==> config.mk <==
export PLATFORM = sky130hd
export DESIGN_NAME = wb_scoreboard
export DESIGN_NICKNAME = d
export VERILOG_FILES = /design/src/rtl/wb_scoreboard.sv
export SDC_FILE = /design/constraint.sdc
export NUM_CORES = 1
export LEC_CHECK = 0
export ABC_CLOCK_PERIOD_IN_PS = 4250
export CORE_AREA = 4 4 184 186
export CTS_CLUSTER_SIZE = 16
export DETAILED_ROUTE_END_ITERATION = 10
export DIE_AREA = 0 0 188 190
export PLACE_DENSITY = 0.64
export SYNTH_ARGS = -nofsm -noshare
export SYNTH_HDL_FRONTEND = slang
export SYNTH_SLANG_ARGS = --single-unit
==> constraint.sdc <==
create_clock -name clk -period 4.25 [get_ports clk]
set_clock_uncertainty 0.15 [all_clocks]
set_input_delay 0.85 -clock clk [delete_from_list [all_inputs] [get_ports clk]]
set_output_delay 0.85 -clock clk [all_outputs]
set_load 0.03 [all_outputs]
==> src/rtl/wb_scoreboard.sv <==
// -----------------------------------------------------------------------------
// wb_scoreboard
//
// Register scoreboard that sits between decode (D) and write-back (W).
// Every architectural register except x0 has two saturating pending-writer
// counters:
//   pcnt : all in-flight writers of the register
//   lcnt : the subset of those writers that are long-latency (load, mul/div)
//
// A D-stage source that has a long-latency writer in flight stalls decode.
// A destination whose pcnt is already at its maximum also stalls, because
// one more writer could not be counted. Short-latency writers never stall a
// reader; they are expected to be covered by the bypass network.
//
// Ports
//   clk, rst_n                       clock, asynchronous active-low reset
//   issue_valid/_wen/_long/_rd       instruction leaving D and its destination
//   rs1D, rs2D                       D-stage source register indices
//   wb_valid/_long/_rd               writer retiring in W
//   squash_valid/_long/_rd           in-flight writer killed by a flush
//   stall                            D must hold, issue refused
//   issue_ack                        issue accepted this cycle
//   busy_vec                         bit i set while register i has a writer
//   err                              sticky counter overflow/underflow
// -----------------------------------------------------------------------------

`ifndef RFIDX_WIDTH
`define RFIDX_WIDTH 5
`endif

module wb_scoreboard #(
    parameter int NREG = 32,
    parameter int CW   = 2
) (
    input  logic                    clk,
    input  logic                    rst_n,

    input  logic                    issue_valid,
    input  logic                    issue_wen,
    input  logic                    issue_long,
    input  logic [`RFIDX_WIDTH-1:0] issue_rd,
    input  logic [`RFIDX_WIDTH-1:0] rs1D,
    input  logic [`RFIDX_WIDTH-1:0] rs2D,

    input  logic                    wb_valid,
    input  logic                    wb_long,
    input  logic [`RFIDX_WIDTH-1:0] wb_rd,

    input  logic                    squash_valid,
    input  logic                    squash_long,
    input  logic [`RFIDX_WIDTH-1:0] squash_rd,

    output logic                    stall,
    output logic                    issue_ack,
    output logic [NREG-1:0]         busy_vec,
    output logic                    err
);

    localparam logic [CW-1:0] CNT_MAX = {CW{1'b1}};

    logic [CW-1:0] pcnt_q [NREG];
    logic [CW-1:0] pcnt_d [NREG];
    logic [CW-1:0] lcnt_q [NREG];
    logic [CW-1:0] lcnt_d [NREG];
    logic          err_q;
    logic          err_d;

    // Per-register one-hot event strobes. Bit 0 may be set by an x0 event
    // but is never consumed, which is how x0 stays untracked.
    logic [NREG-1:0] iss_hit;
    logic [NREG-1:0] iss_long_hit;
    logic [NREG-1:0] wb_hit;
    logic [NREG-1:0] wb_long_hit;
    logic [NREG-1:0] sq_hit;
    logic [NREG-1:0] sq_long_hit;

    logic rs1_hazard;
    logic rs2_hazard;
    logic rd_full;

    logic [CW:0] p_res;
    logic [CW:0] l_res;

    // Returns {error, new_value}. The sum is formed two bits wider than the
    // counter: the top bit flags a negative result, bit CW a result above
    // CNT_MAX (the largest reachable sum is CNT_MAX+1 and the smallest -2).
    function automatic logic [CW:0] sat_update(
        input logic [CW-1:0] cur,
        input logic          inc,
        input logic          dec_a,
        input logic          dec_b
    );
        logic [CW+1:0] sum;
        sum = {2'b00, cur}
            + {{(CW+1){1'b0}}, inc}
            - {{(CW+1){1'b0}}, dec_a}
            - {{(CW+1){1'b0}}, dec_b};
        if (sum[CW+1]) begin
            return {1'b1, {CW{1'b0}}};
        end else if (sum[CW]) begin
            return {1'b1, CNT_MAX};
        end else begin
            return {1'b0, sum[CW-1:0]};
        end
    endfunction

    // Hazard detection looks at registered counters only, so a write-back in
    // the same cycle does not release the stall; that costs one bubble but
    // keeps W off the decode timing path.
    always_comb begin
        rs1_hazard = (rs1D != '0) && (lcnt_q[rs1D] != '0);
        rs2_hazard = (rs2D != '0) && (lcnt_q[rs2D] != '0);
        rd_full    = issue_wen && (issue_rd != '0) && (pcnt_q[issue_rd] == CNT_MAX);
    end

    assign stall     = rs1_hazard || rs2_hazard || rd_full;
    assign issue_ack = issue_valid && !stall;

    always_comb begin
        iss_hit      = '0;
        iss_long_hit = '0;
        wb_hit       = '0;
        wb_long_hit  = '0;
        sq_hit       = '0;
        sq_long_hit  = '0;
        if (issue_ack && issue_wen) begin
            iss_hit[issue_rd]      = 1'b1;
            iss_long_hit[issue_rd] = issue_long;
        end
        if (wb_valid) begin
            wb_hit[wb_rd]      = 1'b1;
            wb_long_hit[wb_rd] = wb_long;
        end
        if (squash_valid) begin
            sq_hit[squash_rd]      = 1'b1;
            sq_long_hit[squash_rd] = squash_long;
        end
    end

    // All events on one register are folded into a single net update so a
    // same-cycle issue and retire to the same register cancel cleanly.
    always_comb begin
        pcnt_d = pcnt_q;
        lcnt_d = lcnt_q;
        err_d  = err_q;
        p_res  = '0;
        l_res  = '0;
        pcnt_d[0] = '0;
        lcnt_d[0] = '0;
        for (int i = 1; i < NREG; i++) begin
            p_res     = sat_update(pcnt_q[i], iss_hit[i], wb_hit[i], sq_hit[i]);
            l_res     = sat_update(lcnt_q[i], iss_long_hit[i], wb_long_hit[i], sq_long_hit[i]);
            pcnt_d[i] = p_res[CW-1:0];
            lcnt_d[i] = l_res[CW-1:0];
            if (p_res[CW] || l_res[CW]) begin
                err_d = 1'b1;
            end
        end
    end

    always_ff @(posedge clk or negedge rst_n) begin
        if (!rst_n) begin
            for (int i = 0; i < NREG; i++) begin
                pcnt_q[i] <= '0;
                lcnt_q[i] <= '0;
            end
            err_q <= 1'b0;
        end else begin
            pcnt_q <= pcnt_d;
            lcnt_q <= lcnt_d;
            err_q  <= err_d;
        end
    end

    always_comb begin
        busy_vec = '0;
        for (int i = 1; i < NREG; i++) begin
            busy_vec[i] = (pcnt_q[i] != '0);
        end
    end

    assign err = err_q;

endmodule

==> flow_metrics.tcl <==
set metrics [dict create \
    syn_area_sq_mm 0.01431 \
    track_usage_pct 26.95 \
    ioPinCount 69 \
    cts.path.max_buffers 2 \
    routed_wl_microns 47390 \
    final-setup-viol-count 3 \
    wire_per_inst_microns 20.12 \
    via_count 12397 \
    die_y_microns 190 \
    post-place-cells 2296 \
    startpoint_type "input port" \
    hp-class "input port to async pin" \
    grt_pass1_vias 12949 \
    numCtsBuffers 17 \
    cap_violations 0 \
    grt_max_degree 85 \
    violations "setup timing" \
    synth_seq_area_share_pct 21.86 \
    grt_pass1_wl_microns 73570 \
    seqPwrFrac_pct 28.7 \
    slew_headroom_pct 35.42 \
    r2r-start "lcnt_q[26]" \
    synthCells 1553 \
    dieArea_sq_mm 0.03572 \
    synth_warnings 0 \
    cts.sinks 125 \
    fmax_mhz 222.5 \
    cts_tree "built" \
    ys_async_sr_fraction_pct 100.0 \
    postRouteAntennaNets 0 \
    rsz0062_at_grt "yes" \
    clock_latency_ns 0.45 \
    die_x_microns 188 \
    placed_area_sq_mm 0.01769 \
    setup-tns-final_ns -0.3638 \
    p_sw_uw 2890 \
    design_area_sq_mm 0.01914 \
    core_area_sq_mm 0.03229 \
    maxSlewViolCount 0 \
    dpl.hpwl_microns 36030 \
    cp.arrival_ns 4.66 \
    synth_edf_count 0 \
    finalPower_uw 6761 \
    syn_area_per_cell_sq_um 9.213 \
    ys_ff_latch 125 \
    crit_required_ns 4.41 \
    grt_overflow_total 0 \
    combPwrFrac_pct 50.0 \
    final-hold-violation-count 0 \
    diodes 0 \
    critPathMaxFanout 8 \
    layout.cells.non_filler 2356 \
    fin_nets 2308 \
    synth_top_flop_cell "dfrtp_1" \
    io_buffers 67 \
    first_iter_violations 983 \
    synth_cell_types 54 \
    switching_share_pct 42.74 \
    path_class "input port to flip-flop" \
    antenna_found_initial 0 \
    areaGrowthSynthToFinish_pct 33.81 \
    worstSetupEndpointType "flip-flop" \
    cts_hold_buf 0 \
    holdWs_ns 0.3188 \
    htreeDepth 4 \
    fp-row-count 66 \
    worstSetupStartpoint "rs1D[1]" \
    power.internal_uw 3872 \
    finalCritPeriodShare_pct 105.7 \
    status "finished with violations" \
    leakage_uw 0.009702 \
    cts_root_buf "clkbuf_16" \
    clkPwrFrac_pct 21.2 \
    drc 0 \
    vias_per_cell 5.262 \
    fillCellCount 2677 \
    p_per_area_mw_per_mm2 353.2 \
    peakVddDrop_v 0.0002726 \
    clk_pin_slew_ns 0.06 \
    layout_min_cycle_time_ns 4.494 \
    gp_congestion 0.9259 \
    synthesis.nets 1959 \
    worst_pin_slew_ns 0.9686 \
    start_util_pct 44.31 \
    drive_above_1_share_pct 28.06 \
    finalWorstSetupSlack_ns -0.2443 \
    firstDrtPassIters 8 \
]
## per-layer routing
metal  part of all wire [%]  global-route usage [%]  up-vias
li1                       -                       -     5593
met2                     46                   43.54      531
met1                     41                   35.14     6142
met4                    4.9                   12.06        0
met3                    7.7                   5.560      131
met5                      0                       0        -
## power groups by stage
stage                     Sequential [uW]  Combinational, uW  Clock (uW)
after floorplan                      1800               1890           0
final                                1940               3380        1440
after detailed placement             1930               3040           0
after global routing                 1990               3710        1510
after global placement               1930               2990           0
after CTS                            1920               3310        1450
## stage by stage
| stage | utilization [%] | setup slack [ns] |
|---|---|---|
| final | 59.29 | -0.2443 |
| after global routing | 59.29 | -0.3770 |
| after global placement | 54.79 | -1.140 |
| after detailed placement | 54.79 | -1.169 |
| after floorplan | - | 0.005649 |
| after CTS | 58.56 | -0.2676 |
## timing repair
action,4_1_cts,5_1_grt
setup buffers,19,4
gates resized for setup,86,43
cloned,4,2
setup endpoints to repair,16,7
pin swaps,25,12
endpoints found under the hold margin,0,0
## flip-flops by register name, indices dropped and copies added (netlist names)
name / flops
err: 1
lcnt_q: 62
pcnt_q: 62
## worst max-delay path, stage by stage
cell	delay (ns)
buf_6	0.10
or4_4	0.52
o31ai_2	0.08
nor3_1	0.06
or4_1	0.41
or4_4	0.55
bufbuf_16	0.34
nor4_2	0.22
ha_1	0.23
ha_1	0.15
inv_1	0.04
ha_1	0.36
nand4_1	0.23
nor4_2	0.28
buf_4	0.16
nand4_1	0.08
## final timing paths
| kind | depth (start not counted) | slack [ns] | endpoint |
|---|---|---|---|
| setup / recovery | 16 | -0.24 | err |
| hold / removal | 1 | 0.32 | lcnt_q[47] |
| setup reg to reg | 15 | -0.18 | err |
| hold reg to reg | 1 | 0.45 | lcnt_q[41] |
| max in group asynchronous | 2 | 2.87 | pcnt_q[48] |
| min in group clk | 1 | 0.45 | lcnt_q[41] |
## placed cells by master, fill, tap and decap left out, drive strengths merged, types with 8 or more instances in the layout
master	netlist	layout
inv	381	381
buf	28	321
ha	248	248
nand2	153	153
dfrtp	125	125
fa	124	124
nor2	98	98
nor4	76	76
a21oi	71	71
clkdlybuf4s50	0	51
or2	33	33
nor3	32	32
clkbuf	27	20
nand4	17	17
nand3	14	14
nor3b	13	13
mux2i	11	11
mux4	10	10
and3	8	8
## layout make-up
class | instances | area (sq um) | area share [%]
tap | 442 | 553.0 | 2.889
inverter | 381 | 1430 | 7.470
timing repair buffer | 385 | 3477 | 18.16
sequential | 125 | 3128 | 16.34
multi-input combinational | 992 | 10000 | 52.26
clock inverter | 11 | 95.09 | 0.4967
clock buffer | 20 | 456.7 | 2.385
## cell families after synthesis
logic type      synth area share (%)
flops                          21.86
other cells                  0.02621
fa+ha+maj                      39.04
mux                            2.816
buf+inv                        12.11
compound gates                 4.338
simple gates                   19.81
## Yosys cell counts, types with 5 or more instances
library cell / count / area (sq um)
a21oi_1: 71 / 355.3
a31oi_1: 5 / 31.28
and3_1: 8 / 50.05
and3b_1: 7 / 61.31
buf_2: 14 / 70.07
buf_6: 9 / 101.4
clkbuf_1: 27 / 101.4
dfrtp_1: 125 / 3128
fa_1: 124 / 2482
ha_1: 248 / 3103
inv_1: 381 / 1430
mux2_2: 6 / 67.56
mux2i_1: 11 / 110.1
mux4_2: 10 / 225.2
nand2_1: 153 / 574.3
nand3_1: 14 / 70.07
nand3b_1: 6 / 45.04
nand4_1: 17 / 106.4
nor2_1: 98 / 367.9
nor2b_1: 5 / 31.28
nor3_1: 32 / 160.2
nor3b_1: 13 / 97.59
nor4_1: 16 / 100.1
nor4_2: 57 / 713.2
o21ai_0: 5 / 25.02
or2_2: 33 / 206.5
Note: power is estimated with default switching activity, not from simulation.
